<file path="src/rtl/music_pkg.sv">
// Shared definitions for the note record/playback path: default code widths,
// sequencer state encoding and the stored event entry layout.
package music_pkg;

  localparam int NOTE_W_DEF = 4;
  localparam int OCT_W_DEF  = 2;

  localparam logic [1:0] ST_IDLE   = 2'd0;
  localparam logic [1:0] ST_RECORD = 2'd1;
  localparam logic [1:0] ST_PLAY   = 2'd2;

  // Stored entry is {down, note, octave, delta}; this gives its total width.
  function automatic int entry_width(input int note_w, input int oct_w, input int dur_w);
    return 1 + note_w + oct_w + dur_w;
  endfunction

endpackage

</file>
<file path="src/rtl/tick_divider.sv">
// Divides CLOCK_50 down to a single-cycle tick strobe every TICK_DIV cycles.
// clear restarts the count so a new mode always sees a full first tick period.
module tick_divider #(
  parameter int TICK_DIV = 500000
) (
  input  logic CLOCK_50,
  input  logic reset,
  input  logic clear,
  output logic tick
);

  localparam int CW = (TICK_DIV > 2) ? $clog2(TICK_DIV) : 1;
  localparam logic [CW-1:0] LAST = CW'(TICK_DIV - 1);

  logic [CW-1:0] cnt_q;

  assign tick = (cnt_q == LAST);

  // Free-running modulo-TICK_DIV counter, restarted by reset or clear.
  always_ff @(posedge CLOCK_50) begin
    if (reset || clear) begin
      cnt_q <= '0;
    end else if (tick) begin
      cnt_q <= '0;
    end else begin
      cnt_q <= cnt_q + 1'b1;
    end
  end

endmodule

</file>
<file path="src/rtl/note_sequencer.sv">
// Record/playback engine for keyboard note events. Records key events with
// tick-resolution inter-event timing into a small register array and replays
// them with the same rhythm, optionally looping, driving note/octave/gate.
module note_sequencer
  import music_pkg::*;
#(
  parameter int DEPTH    = 16,
  parameter int NOTE_W   = NOTE_W_DEF,
  parameter int OCT_W    = OCT_W_DEF,
  parameter int DUR_W    = 12,
  parameter int TICK_DIV = 500000
) (
  input  logic                     CLOCK_50,
  input  logic                     reset,
  input  logic                     rec_start,
  input  logic                     play_start,
  input  logic                     stop,
  input  logic                     loop_en,
  input  logic                     ev_valid,
  input  logic                     ev_down,
  input  logic [NOTE_W-1:0]        ev_note,
  input  logic [OCT_W-1:0]         ev_octave,
  output logic                     gate,
  output logic [NOTE_W-1:0]        out_note,
  output logic [OCT_W-1:0]         out_octave,
  output logic [1:0]               state,
  output logic [$clog2(DEPTH):0]   count,
  output logic                     overflow,
  output logic                     done
);

  localparam int PTR_W   = $clog2(DEPTH);
  localparam int CNT_W   = PTR_W + 1;
  localparam int ENTRY_W = entry_width(NOTE_W, OCT_W, DUR_W);
  localparam logic [CNT_W-1:0] DEPTH_C = CNT_W'(DEPTH);

  // Delta counter saturates rather than wrapping so long pauses stay long.
  function automatic logic [DUR_W-1:0] sat_inc(input logic [DUR_W-1:0] v);
    return (&v) ? v : v + 1'b1;
  endfunction

  logic [1:0]        state_q, state_d;
  logic [CNT_W-1:0]  count_q, count_d;
  logic              ovf_q, ovf_d;
  logic              done_q, done_d;
  logic              gate_q, gate_d;
  logic [NOTE_W-1:0] note_q, note_d;
  logic [OCT_W-1:0]  oct_q, oct_d;
  logic [PTR_W-1:0]  ptr_q, ptr_d;
  logic [DUR_W-1:0]  wait_q, wait_d;
  logic [DUR_W-1:0]  delta_q, delta_d;
  logic              wr_en;
  logic              div_clr;
  logic              tick;

  logic [ENTRY_W-1:0] buf_q [DEPTH];
  logic [ENTRY_W-1:0] rd_entry;
  logic               rd_down;
  logic [NOTE_W-1:0]  rd_note;
  logic [OCT_W-1:0]   rd_oct;
  logic [DUR_W-1:0]   rd_delta;
  logic               last_entry;

  tick_divider #(
    .TICK_DIV (TICK_DIV)
  ) u_tick (
    .CLOCK_50 (CLOCK_50),
    .reset    (reset),
    .clear    (div_clr),
    .tick     (tick)
  );

  // Playback reads the current entry combinationally from the register array.
  assign rd_entry   = buf_q[ptr_q];
  assign rd_down    = rd_entry[ENTRY_W-1];
  assign rd_note    = rd_entry[ENTRY_W-2 -: NOTE_W];
  assign rd_oct     = rd_entry[DUR_W +: OCT_W];
  assign rd_delta   = rd_entry[DUR_W-1:0];
  assign last_entry = ({1'b0, ptr_q} == (count_q - 1'b1));

  // Next-state logic: stop beats rec_start beats play_start; starts only from IDLE.
  always_comb begin
    state_d = state_q;
    count_d = count_q;
    ovf_d   = ovf_q;
    done_d  = 1'b0;
    gate_d  = gate_q;
    note_d  = note_q;
    oct_d   = oct_q;
    ptr_d   = ptr_q;
    wait_d  = wait_q;
    delta_d = delta_q;
    wr_en   = 1'b0;
    div_clr = 1'b0;
    if (stop) begin
      state_d = ST_IDLE;
      gate_d  = 1'b0;
    end else begin
      case (state_q)
        ST_IDLE: begin
          gate_d = 1'b0;
          if (rec_start) begin
            state_d = ST_RECORD;
            count_d = '0;
            ovf_d   = 1'b0;
            delta_d = '0;
            note_d  = '0;
            oct_d   = '0;
            div_clr = 1'b1;
          end else if (play_start) begin
            if (count_q == '0) begin
              done_d = 1'b1;
            end else begin
              state_d = ST_PLAY;
              ptr_d   = '0;
              wait_d  = '0;
              div_clr = 1'b1;
            end
          end
        end
        ST_RECORD: begin
          if (tick) delta_d = sat_inc(delta_q);
          if (ev_valid) begin
            if (count_q < DEPTH_C) begin
              wr_en   = 1'b1;
              count_d = count_q + 1'b1;
              delta_d = '0;
            end else begin
              ovf_d = 1'b1;
            end
          end
        end
        ST_PLAY: begin
          if (wait_q == rd_delta) begin
            gate_d = rd_down;
            note_d = rd_note;
            oct_d  = rd_oct;
            wait_d = '0;
            if (last_entry) begin
              ptr_d = '0;
              if (!loop_en) begin
                state_d = ST_IDLE;
                gate_d  = 1'b0;
                done_d  = 1'b1;
              end
            end else begin
              ptr_d = ptr_q + 1'b1;
            end
          end else if (tick) begin
            wait_d = wait_q + 1'b1;
          end
        end
        default: state_d = ST_IDLE;
      endcase
    end
  end

  // Control and output registers.
  always_ff @(posedge CLOCK_50) begin
    if (reset) begin
      state_q <= ST_IDLE;
      count_q <= '0;
      ovf_q   <= 1'b0;
      done_q  <= 1'b0;
      gate_q  <= 1'b0;
      note_q  <= '0;
      oct_q   <= '0;
      ptr_q   <= '0;
      wait_q  <= '0;
      delta_q <= '0;
    end else begin
      state_q <= state_d;
      count_q <= count_d;
      ovf_q   <= ovf_d;
      done_q  <= done_d;
      gate_q  <= gate_d;
      note_q  <= note_d;
      oct_q   <= oct_d;
      ptr_q   <= ptr_d;
      wait_q  <= wait_d;
      delta_q <= delta_d;
    end
  end

  // Event buffer write; contents are not reset.
  always_ff @(posedge CLOCK_50) begin
    if (wr_en) buf_q[count_q[PTR_W-1:0]] <= {ev_down, ev_note, ev_octave, delta_q};
  end

  assign gate       = gate_q;
  assign out_note   = note_q;
  assign out_octave = oct_q;
  assign state      = state_q;
  assign count      = count_q;
  assign overflow   = ovf_q;
  assign done       = done_q;

endmodule
</file>
<file path="config.mk">
export PLATFORM = sky130hd
export DESIGN_NAME = note_sequencer
export DESIGN_NICKNAME = d
export VERILOG_FILES = /design/src/rtl/music_pkg.sv /design/src/rtl/tick_divider.sv /design/src/rtl/note_sequencer.sv
export SDC_FILE = /design/constraint.sdc
export NUM_CORES = 1
export LEC_CHECK = 0
export ABC_AREA = 1
export BUFFER_PORTS_ARGS = -buffer_cell sky130_fd_sc_hd__buf_4
export CAP_MARGIN = 25
export CORE_AREA = 2 2 234 236
export CTS_BUF_LIST = sky130_fd_sc_hd__clkbuf_8
export DETAILED_ROUTE_END_ITERATION = 10
export DIE_AREA = 0 0 236 238
export PLACE_DENSITY_LB_ADDON = 0.08
export SETUP_SLACK_MARGIN = 0.5
export SLEW_MARGIN = 0
export SYNTH_ARGS = -nofsm -noshare
export SYNTH_HDL_FRONTEND = slang
export SYNTH_SLANG_ARGS = --single-unit
export TNS_END_PERCENT = 5
</file>
<file path="constraint.sdc">
create_clock -name CLOCK_50 -period 5.7 [get_ports CLOCK_50]
set_input_delay 0.285 -clock CLOCK_50 [delete_from_list [all_inputs] [get_ports CLOCK_50]]
set_output_delay 0.285 -clock CLOCK_50 [all_outputs]
set_load 0.02 [all_outputs]
</file>
# Word-level counts from Yosys, hierarchy flattened
# Memory sizes are Yosys's and may differ from the RTL's. A register that Yosys moved wholly into a read port is not among the register bits.
# Cells that the tools add are included.
# op_classes
addsub	6
n_lt_le_gt_ge	1
eq_ne	18
n_mux	63
bitwise	2
reduce_logical	16
# op_table
operator	count
two-way mux 12 bit	10
one-hot mux 12 bit (2 select lines)	2
two-way mux 4 bit	9
adder 12 x 1 -> 12 bit, second input constant	2
two-way mux 1 bit	23
inequality test 2 bit, second input constant	10
adder 19 x 1 -> 19 bit, second input constant	1
== test 19 bit, second input constant	1
AND reduction 6 bit	3
two-way mux 2 bit	8
one-hot mux 4 bit (2 select lines)	2
two-way mux 5 bit	3
== test 12 bit	1
AND reduction 12 bit	1
one-hot mux 5 bit (2 select lines)	1
AND reduction 5 bit	2
inequality test 3 bit, second input constant	3
one-hot mux 1 bit (2 select lines)	3
one-hot mux 2 bit (3 select lines)	1
adder 5 x 1 -> 5 bit, second input constant	1
== test 4 x 5 -> 1 bit	1
logical NOT 5 bit	1
less-than comparator 5 bit, second input constant	1
subtractor 5 x 1 -> 5 bit, second input constant	1
12 further kinds	15
# word_totals
ff_bits	63
mem_bits_rw	304
inputBits	14
out_inout_bits	16
elab_cells	118
memories	1
# memory_table
name	words	width	rd	rd_ports_with_merged_regs	write_ports	line	rtl
buf_q	16	19	1	1	1	note_sequencer.sv:56	logic [ENTRY_W-1:0] buf_q [DEPTH];

# Logic depth before layout (Yosys ltp)
# Gate-level depths: netlist of the first run.
# depth
ltp_word	8
mapped_depth	21
mapped_depth_nobuf	19

# Hierarchy
# Synthesis of the first run repeated with hierarchy kept, for this count alone.
# unflattened
hier_cells	1577
hier_area_um2	16060.4
# by_module_without_submodules
mod	instances	cells_per_inst	area_each_um2	seq_area_each_um2
note_sequencer	1	1430	15049.4	10089.7
tick_divider	1	147	1011.0	380.4

# Worst setup path before layout of the first run
# Ideal clock, no wire load.
# synth_timing
path_kind	reg2reg
startpoint	register state_q[0], in the netlist state[0]
endpoint	memory buf_q[15][0] (netlist bit), enable pin
setup_ns	0.396
arrival_time_ns	2.198
required_ns	5.304
setup_slack_ns	3.106
stages_incl_launch_ff	5
n_path_buf	0
synth_period_minus_slack_ns	2.594
path_cell_list	dfxtp_1 -> inv_1 -> nor4_1 -> nand2_1 -> nor2_1
# synth_between
elab_chain_cells	5
# synth_rtl
element	line	rtl
start, declared	note_sequencer.sv:42	logic [1:0] state_q, state_d;
start signal, assigned	note_sequencer.sv:172	state_q <= state_d;
== test 2 x 1 -> 1 bit	note_sequencer.sv:99	case (state_q)
two-way mux 1 bit	note_sequencer.sv:99	
two-way mux 1 bit	note_sequencer.sv:95	if (stop) begin
two-way mux 1 bit	note_sequencer.sv:187	if (wr_en) buf_q[count_q[PTR_W-1:0]] <= {ev_down, ev_note, ev_octave, delta_q};
two-way mux 1 bit (not written as such)	note_sequencer.sv:187	
end, declared	note_sequencer.sv:56	
# No other way between the ends.

==> summary.txt, run 1 <==
Crit Path Max Fanout: 48
Number of synthesized flops with an enable pin: 304
Crit-path cells: inv_2 > buf_4 > buf_4 > nor2_1 > o21ai_1 > nand3_1 > nand3_1 > nand3_1 > nand2_1 > nand2_1 > nor2_1 > nand3_1 > nand2_2 > nand2_4 > inv_2 > nand2_1 > nand2_1 > nor2_1
N_diodes: 0
Setup WS post-layout: 2.05 ns
Sink Count: 371
Hold Fails Final Rpt: 0
Reg power frac: 52.0%
DPL Wire Length: 27.8 mm
Setup TNS Final: 0 ns
Detail Route Antenna Nets: 0
Gr ovfl total: 0
Filler cell count: 5484
Sw power: 1350 uW
Required time at the worst-slack endpoint: 6.22 ns
Clock latency on the worst-skew pair: 0.66 ns
Clock-pin slew on the worst setup and hold paths: 0.06 ns
R2r setup slk: 2.05 ns
GRT Util Overall: 17.8%
Site Rows: 85
Clock power share: 43.7%
Wire length per cell: 20.8 um
Cell Pwr Density: 306 mW/mm2
Yosys warning count: 0
Drt initial violations: 611
#FFs+latches synth: 371
Bufs on Longest Clock Path: 3
Initial core utilization: 29.8%
Top cells by area, synth: edfxtp_1, nand2_1, dfxtp_1, nand3_1, nor2_1
H-Tree Depth: 3
Number of remaining DRC errors: 0
Synth-to-Final Area Change: 15.1%
Post-synthesis cell count: 1559
Fin area: 0.0183 mm2
Crit Path Category: flop to flop
Wl on met1: 22.7 mm
Slowest Stage Delay on Critical Path: 0.61 ns
CTS tree: built
Cell taking the most area after synthesis: edfxtp_1
Max Fclk: 274 MHz
Element type at the critical path start: flop
Sw frac: 24.1%
Top sig layer: met4
Metal2 WL: 23.6 mm
Non-Filler Instances: 2373
Avg Cell Area, Syn: 10.2 um2
Outcome: finished clean
Pre-CTS setup slack: 2.05 ns
Met3 WL post-DR: 1.67 mm
Final Setup Violations: 0
Layout Skew: 0.0324 ns
Layout cell share with drive strength beyond 1: 10.2%
Area of the multi-input gates: 0.00458 mm2
Int Pwr: 4260 uW
Number of CTS-inserted buffers: 71
Synth Flop Type: edfxtp_1
P_leak: 0.00679 uW
Storage element area: 0.0105 mm2
CP Capture Type: flop
FFs w/ async S/R, synth: 0%
Placed Cells: 2239
CP arrival: 4.17 ns
HP Class: input port to flop
RePlAce Congestion: 0.783
Post-Route WL: 49.4 mm
First-pass GRT wire length: 73.2 mm
Mapped cell area: 0.0159 mm2
DIE AREA: 0.0562 mm2
CP max stage cell: buf_4
Rel. slew slack: 30.8%
Synth unique cells: 39
Yosys top cell area share: 57.3%
Logic pwr share: 4.2%
Worst-Margin Slew: 1.04 ns
Tcrit/Tclk final: 64.0%
Slew Limit Fails: 0
Peak VDD IR: 0.178 mV
Number of max-cap violations: 0
Core area: 0.0535 mm2
Worst Reg2Reg Path Length in Cells: 18
Total Nets Final: 1650
Largest net degree at the start of global routing: 163
RSZ-0062 raised after global routing: false
Sequential share of the synthesized area: 65.7%
Minimum clock period: 3.65 ns
Vias in the first global route: 11000
I/O Pins: 30
Initial antenna violation count: 0
Die height: 238 um
Chip width: 236 um
IO Port Bufs: 29
Vias: 11200
DR pass1 iterations: 7
Tot Pwr: 5610 uW
Vias per cell: 4.74
Root buffer cell: clkbuf_8
Syn_nets: 1582
Post-Place Cell Area: 0.0169 mm2
==> worst max-delay path: cells and delay by family (launching register included) <==
family	cells	cell delay (ns)
buffers and inverters	4	1.61
AND/OR/NAND/NOR	13	1.46
flip-flops	1	0.32
AO/OA/AOI/OAI	1	0.10
==> cell usage in the layout (no fill, tap or decap), types with 11 or more instances in the layout <==
| cell | n |
|---|---|
| a21oi_1 | 44 |
| buf_4 | 51 |
| clkbuf_8 | 73 |
| clkinv_1 | 11 |
| dfxtp_1 | 64 |
| dlygate4sd3_1 | 11 |
| edfxtp_1 | 304 |
| inv_1 | 168 |
| nand2_1 | 358 |
| nand3_1 | 146 |
| nand4_1 | 18 |
| nor2_1 | 176 |
| nor2_2 | 14 |
| nor3_1 | 21 |
| o211ai_1 | 14 |
| o21ai_0 | 77 |
| o21ai_1 | 20 |
| o221ai_1 | 21 |
| xor2_1 | 13 |
==> sequential cells by signal, summed over array words and instances, names as in the netlist, named ones only <==
register,flops
ptr_q,4
state,2
buf_q,304
overflow,1
out_note,4
delta_q,12
gate,1
count,5
wait_q,12
u_tick.cnt_q,19
done,1
out_octave,2
==> final cells by class <==
type,instances,area share (%)
Multi-Input combinational cell,972,25.0
Clock inverter,50,1.51
Sequential cell,371,57.1
Timing Repair Buffer,66,3.17
Inverter,145,2.98
Tap cell,696,4.75
Clock buffer,73,5.48
==> power groups by stage <==
stage	logic (uW)	clock network, uW	registers [uW]
6_report	238	2450	2920
5_1_grt	268	2660	2920
4_1_cts	242	2540	2920
3_5_place_dp	236	0	2980
3_3_place_gp	235	0	2980
2_1_floorplan	147	0	2980
==> synthesized netlist by cell type, types with 3 or more instances <==
master      n
buf_6       9
o211ai_1   14
xor2_1     13
buf_4       4
nor2_1    192
xnor2_1     6
inv_1     142
nand4_1    18
nor4_1      8
o21ai_1    20
nand3_1   146
o221ai_1   21
o21ai_0    77
buf_1       3
a21oi_1    44
clkbuf_1   26
buf_2      29
ha_1        9
o22ai_1     7
nor3_1     21
a21oi_2     3
nand2_1   358
dfxtp_1    67
edfxtp_1  304
==> metrics by stage <==
step	utilization, %	hold WS (ns)
2_1_floorplan	-	0.384
3_3_place_gp	31.6	0.429
3_5_place_dp	31.7	0.452
4_1_cts	34.3	0.0257
5_1_grt	34.3	0.0503
6_report	34.3	0.0963
==> repair_timing <==
action | 4_1_cts | 5_1_grt
endpoints found under the hold margin | 131 | 0
resized for setup | 0 | 0
hold buffers | 11 | 0
buffers inserted | 0 | 0
==> worst min-delay path by stage <==
stage / from / cells after the start / slack [ns] / end
6_report: rec_start / 3 / 0.1 / done
2_1_floorplan: ev_octave[0] / 0 / 0.38 / buf_q[0][12]
4_1_cts: rec_start / 3 / 0.03 / done
3_3_place_gp: u_tick.cnt_q[0] / 1 / 0.43 / u_tick.cnt_q[0]
3_5_place_dp: u_tick.cnt_q[0] / 1 / 0.45 / u_tick.cnt_q[0]
5_1_grt: rec_start / 3 / 0.05 / done
==> layer usage <==
metal / global-route usage [%] / vias up
li1: - / 5465
met1: 23.4 / 5492
met2: 29.5 / 187
met3: 3.29 / 93
met4: 6.31 / 0
met5: 0 / -
==> kinds of logic (layout without fill, tap and decap cells) <==
logic type	Yosys count	count (layout)	share of synthesized area [%]
flops	371	371	65.7
compound gates	193	193	7.04
buf+inv	216	334	5.85
xor+xnor	19	19	1.04
fa+ha+maj	9	9	0.707
simple gates	751	751	19.6
(Power assumes the default switching activity.)
==> inputs of run 2 (changes only) <==
- ABC_AREA: 1 -> 0
- CORE_AREA: 2 2 234 236 -> 2 2 228 230
- DIE_AREA: 0 0 236 238 -> 0 0 230 232
- clock period: 5.7 -> 3.6 ns (I/O delays scaled with it)
==> summary.txt, run 2 <==
Outcome: finished clean (unchanged)
DPL Wire Length: 24.5 mm (was 27.8 mm)
Max Fclk: 317 MHz (was 274 MHz)
Placed Cells: 1630 (was 2239)
Clock-pin slew on the worst setup and hold paths: 0.06 ns (about the same)
Drt initial violations: 581 (was 611)
Tot Pwr: 8290 uW (was 5610 uW)
Post-Route WL: 39.7 mm (was 49.4 mm)
Post-Place Cell Area: 0.0165 mm2 (was 0.0169 mm2)
Avg Cell Area, Syn: 16.7 um2 (was 10.2 um2)
Core area: 0.0509 mm2 (was 0.0535 mm2)
Number of remaining DRC errors: 0 (unchanged)
RePlAce Congestion: 0.753 (was 0.783)
Top cells by area, synth: edfxtp_1, mux4_2, dfxtp_1, mux2i_1, xor2_1 (was edfxtp_1, nand2_1, dfxtp_1, nand3_1, nor2_1)
Clock latency on the worst-skew pair: 0.63 ns (was 0.66 ns)
Element type at the critical path start: flop (unchanged)
Sequential share of the synthesized area: 69.0% (was 65.7%)
Vias in the first global route: 8807 (was 11000)
Synth Flop Type: edfxtp_1 (unchanged)
Wire length per cell: 22.2 um (was 20.8 um)
Setup WS post-layout: 0.444 ns (was 2.05 ns)
P_leak: 0.00595 uW (was 0.00679 uW)
#FFs+latches synth: 371 (unchanged)
Pre-CTS setup slack: 0.196 ns (was 2.05 ns)
Sink Count: 371 (unchanged)
Yosys top cell area share: 60.2% (was 57.3%)
Total Nets Final: 1081 (was 1650)
Largest net degree at the start of global routing: 22 (was 163)
First-pass GRT wire length: 58.9 mm (was 73.2 mm)
Layout cell share with drive strength beyond 1: 26.6% (was 10.2%)
Synth unique cells: 64 (was 39)
I/O Pins: 30 (unchanged)
Chip width: 230 um (was 236 um)
Mapped cell area: 0.0152 mm2 (was 0.0159 mm2)
FFs w/ async S/R, synth: 0% (unchanged)
Number of synthesized flops with an enable pin: 304 (unchanged)
Gr ovfl total: 0 (unchanged)
Setup TNS Final: 0 ns (unchanged)
CP arrival: 3.64 ns (was 4.17 ns)
Slew Limit Fails: 0 (unchanged)
Fin area: 0.0183 mm2 (about the same)
Crit Path Category: flop to flop (unchanged)
Hold Fails Final Rpt: 0 (unchanged)
GRT Util Overall: 15.3% (was 17.8%)
Commonest non-fill, non-tap cells in the layout: edfxtp_1, buf_4, clkbuf_8 (was nand2_1, edfxtp_1, nor2_1)
CTS tree: built (unchanged)
Bufs on Longest Clock Path: 3 (unchanged)
Peak VDD IR: 0.175 mV (was 0.178 mV)
Non-Filler Instances: 1791 (was 2373)
Vias: 8499 (was 11200)
HP Class: input port to flop (unchanged)
Synth-to-Final Area Change: 20.7% (was 15.1%)
Detail Route Antenna Nets: 0 (unchanged)
Number of max-cap violations: 0 (unchanged)
Largest register FFs: 304 (unchanged)
Post-synthesis cell count: 909 (was 1559)
CP Capture Type: flop (unchanged)
Cell Pwr Density: 453 mW/mm2 (was 306 mW/mm2)
Syn_nets: 932 (was 1582)
DIE AREA: 0.0534 mm2 (was 0.0562 mm2)
Minimum clock period: 3.16 ns (was 3.65 ns)
Worst-Margin Slew: 0.835 ns (was 1.04 ns)
Layout Skew: 0.0235 ns (was 0.0324 ns)
H-Tree Depth: 3 (unchanged)
Die height: 232 um (was 238 um)
Vias per cell: 4.75 (was 4.74)
Initial antenna violation count: 1 (was 0)
Initial core utilization: 29.8% (about the same)
Yosys warning count: 0 (unchanged)
Top cell types by occurrence after synthesis: edfxtp_1, mux4_2, dfxtp_1 (was nand2_1, edfxtp_1, nor2_1)
RSZ-0062 raised after global routing: true (was false)
DR pass1 iterations: 5 (was 7)
Cell taking the most area after synthesis: edfxtp_1 (unchanged)
Site Rows: 83 (was 85)
Commonest non-fill, non-tap cell in the layout: edfxtp_1 (was nand2_1)
Most frequent cell after synthesis: edfxtp_1 (was nand2_1)
Crit Path Max Fanout: 8 (was 48)
Required time at the worst-slack endpoint: 4.08 ns (was 6.22 ns)
Number of CTS-inserted buffers: 67 (was 71)
Rel. slew slack: 44.3% (was 30.8%)
Tcrit/Tclk final: 87.7% (was 64.0%)
Final Setup Violations: 0 (unchanged)
IO Port Bufs: 29 (unchanged)
Root buffer cell: clkbuf_8 (unchanged)
==> run 2: path summary, 6_finish.rpt <==
check,cells past startpoint,endpoint,slack (ns),start
hold reg to reg,2,gate,0.47,gate
setup / recovery,11,flop,0.44,flop
setup reg to reg,11,flop,0.44,flop
hold / removal,3,done,0.39,stop
==> run 2: cell type report <==
cell class	instances	area, um2
Fill cell	4877	32600
Sequential cell	371	10500
Multi-Input combinational cell	479	4470
Timing Repair Buffer	126	1250
Clock buffer	73	1000
Tap cell	680	851
Clock inverter	48	195
Inverter	13	52.6
Antenna cell	1	2.50
==> run 2: critical path, cell delays in order (launching register included) <==
cell	delay [ns]
dfxtp_4	0.43
buf_12	0.15
mux4_1	0.57
mux2i_2	0.22
xor2_1	0.16
nand3_1	0.08
o32a_1	0.42
buf_4	0.17
nor3_1	0.24
a221oi_2	0.08
buf_4	0.20
a32o_1	0.27
==> run 2: cells by family (layout without fill, tap and decap cells) <==
family                     count (synthesis)  after routing  share of synthesized area (%)
xor gates and xnor gates                  53             53                           3.06
muxes                                    121            121                           14.1
DFF                                      371            371                           69.0
adders and majority gates                  9              9                          0.742
other                                      0              1                              0
and+or+nand+nor                          222            222                           7.34
buffers and inverters                     59            260                           2.12
AOI/OAI and AO/OA                         74             74                           3.59
==> run 2: power breakdown <==
part,total [uW],switching (uW),internal (uW)
clock,3580,1720,1860
combinational,104,64.7,39.0
sequential,4610,4.68,4600
total,8290,1790,6500
==> run 2: metrics by stage <==
stage,util [%],hold slack (ns)
global placement,32.5,0.439
detailed placement,32.5,0.452
finish,36.0,0.394
floorplan,-,0.279
CTS,35.7,0.330
global route,36.0,0.393
==> run 2: repair_timing <==
| action | in CTS | in global routing |
|---|---|---|
| hold buffers | 14 | 0 |
| hold endpoints to repair | 130 | 0 |
| pin swaps | 4 | 8 |
| buffers inserted | 13 | 10 |
| setup endpoints to repair | 28 | 31 |
| cloned | 2 | 0 |
| gates resized for setup | 16 | 13 |
==> run 2: routing by layer <==
| metal | part of all wire [%] | wire (um) | vias up | GRT usage (%) |
|---|---|---|---|---|
| met5 | 0 | 0 | - | 0 |
| met4 | 2.4 | 938 | 0 | 6.09 |
| met2 | 46 | 18200 | 155 | 23.6 |
| met3 | 3.4 | 1340 | 64 | 2.66 |
| met1 | 48 | 19200 | 4402 | 21.4 |
| li1 | - | - | 3878 | - |
==> inputs of run 3 (changes only) <==
- REMOVE_ABC_BUFFERS: default -> 1
==> summary.txt, run 3 (synthesis results as in run 2) <==
Vias per cell: 4.76 (was 4.75)
Vias: 8489 (was 8499)
Number of max-cap violations: 0 (unchanged)
Detail Route Antenna Nets: 0 (unchanged)
Synth-to-Final Area Change: 19.9% (was 20.7%)
Number of CTS-inserted buffers: 69 (was 67)
Worst Reg2Reg Path Length in Cells: 10 (was 11)
First-pass GRT wire length: 60.2 mm (was 58.9 mm)
Slowest Stage Delay on Critical Path: 0.58 ns (was 0.57 ns)
Endpoint, Worst Hold: done (unchanged)
Clock-pin slew on the worst setup and hold paths: 0.06 ns (about the same)
Commonest non-fill, non-tap cell in the layout: edfxtp_1 (unchanged)
Crit Path Max Fanout: 5 (was 8)
Number of remaining DRC errors: 0 (unchanged)
HP Class: input port to flop (unchanged)
Worst-Margin Slew: 0.987 ns (was 0.835 ns)
Cell Pwr Density: 457 mW/mm2 (was 453 mW/mm2)
Minimum clock period: 3.09 ns (was 3.16 ns)
Die height: 232 um (unchanged)
Post-Route WL: 41.2 mm (was 39.7 mm)
Peak VDD IR: 0.197 mV (was 0.175 mV)
IO Port Bufs: 29 (unchanged)
Vias in the first global route: 8791 (was 8807)
Root buffer cell: clkbuf_8 (unchanged)
Fin area: 0.0182 mm2 (was 0.0183 mm2)
Gr ovfl total: 0 (unchanged)
CP arrival: 3.61 ns (was 3.64 ns)
Initial core utilization: 29.8% (unchanged)
Outcome: finished clean (unchanged)
RePlAce Congestion: 0.778 (was 0.753)
Rel. slew slack: 34.0% (was 44.3%)
Layout Skew: 0.0333 ns (was 0.0235 ns)
Total Nets Final: 1072 (was 1081)
GRT Util Overall: 15.8% (was 15.3%)
Largest net degree at the start of global routing: 27 (was 22)
CP Capture Type: flop (unchanged)
Post-Place Cell Area: 0.0165 mm2 (about the same)
Sink Count: 371 (unchanged)
Initial antenna violation count: 1 (unchanged)
Final Setup Violations: 0 (unchanged)
Wire length per cell: 23.1 um (was 22.2 um)
Slew Limit Fails: 0 (unchanged)
I/O Pins: 30 (unchanged)
Crit Path Category: flop to flop (unchanged)
Max Fclk: 324 MHz (was 317 MHz)
Tcrit/Tclk final: 85.8% (was 87.7%)
Commonest non-fill, non-tap cells in the layout: edfxtp_1, buf_4, clkbuf_8 (unchanged)
Crit-path cells: buf_4 > mux4_1 > mux2i_2 > xor2_1 > nand3_1 > o32a_1 > nor2_4 > nand2_1 > or4b_1 > a21oi_2 (was buf_12 > mux4_1 > mux2i_2 > xor2_1 > nand3_1 > o32a_1 > buf_4 > nor3_1 > a221oi_2 > buf_4 > a32o_1)
DIE AREA: 0.0534 mm2 (unchanged)
CP max stage cell: mux4_1 (unchanged)
Setup TNS Final: 0 ns (unchanged)
Site Rows: 83 (unchanged)
Hold path depth: 3 (unchanged)
Bufs on Longest Clock Path: 3 (unchanged)
P_leak: 0.00587 uW (was 0.00595 uW)
DR pass1 iterations: 5 (unchanged)
Element type at the critical path start: flop (unchanged)
CTS tree: built (unchanged)
Layout cell share with drive strength beyond 1: 25.7% (was 26.6%)
DPL Wire Length: 25.4 mm (was 24.5 mm)
Chip width: 230 um (unchanged)
Core area: 0.0509 mm2 (unchanged)
H-Tree Depth: 3 (unchanged)
R2r setup slk: 0.51 ns (was 0.44 ns)
Largest register FFs: 304 (unchanged)
Drt initial violations: 546 (was 581)
RSZ-0062 raised after global routing: true (unchanged)
Hold path startpoint: stop (unchanged)
Clock latency on the worst-skew pair: 0.64 ns (was 0.63 ns)
Hold Fails Final Rpt: 0 (unchanged)
Required time at the worst-slack endpoint: 4.12 ns (was 4.08 ns)
## run 3: where the power goes
part	internal [uW]	switching, uW	total (uW)	leakage [uW]
Combinational	37.5	63.8	101	0.00196
Sequential	4600	4.78	4610	0.00319
Clock	1840	1750	3590	0.000716
## run 3: layer usage
metal	vias to the layer above	part of all wire (%)	GRT usage, %	wire length, um
met1	4413	48	21.9	19800
met2	150	46	24.6	19100
met4	0	2.9	6.35	1190
met5	-	0	0	0
li1	3855	-	-	-
met3	71	2.8	2.64	1170
## run 3: final cells by class
type                    count  area (um2)
clock buffers              72         991
repair buffers            115        1130
multi-input cells         479        4460
clock inverters            51         211
well taps                 680         851
diodes                      1        2.50
inverters                  13        48.8
flip-flops and latches    371       10500
fillers                  4883       32700
## run 3: worst max path at each step
stage	depth (start not counted)	to	slack, ns	start
finish	10	flop	0.51	flop
global route	10	flop	0.38	flop
CTS	11	out_octave[0]	0.46	flop
detailed placement	11	out_octave[0]	0.12	flop
global placement	11	out_note[2]	0.15	flop
floorplan	9	flop	-2.06	flop
## run 3: repair_timing
| action | CTS | global route |
|---|---|---|
| endpoints found under the hold margin | 132 | 0 |
| gates resized for setup | 10 | 14 |
| buffers inserted | 9 | 5 |
| hold buffers | 14 | 0 |
| pin swaps | 2 | 4 |
| setup endpoints to repair | 26 | 29 |
## run 3: worst max-delay path, delay by kind of cell (launching register included)
family	cells	cell delay [ns]
compound gates	2	0.61
xor+xnor	1	0.16
buf+inv	1	0.18
flops	1	0.38
mux	2	0.79
simple gates	4	0.88
## run 3: per-stage QoR
stage | hold WS (ns) | std cells | total power (uW) | utilization (%) | setup WS [ns]
after global routing | 0.387 | 1782 | 8660 | 35.7 | 0.376
final | 0.390 | 1782 | 8300 | 35.7 | 0.513
after CTS | 0.330 | 1776 | 8460 | 35.5 | 0.459
after detailed placement | 0.443 | 1630 | 4790 | 32.5 | 0.119
after global placement | 0.441 | 1630 | 4790 | 32.5 | 0.153
after floorplan | 0.252 | 863 | 4730 | - | -2.06
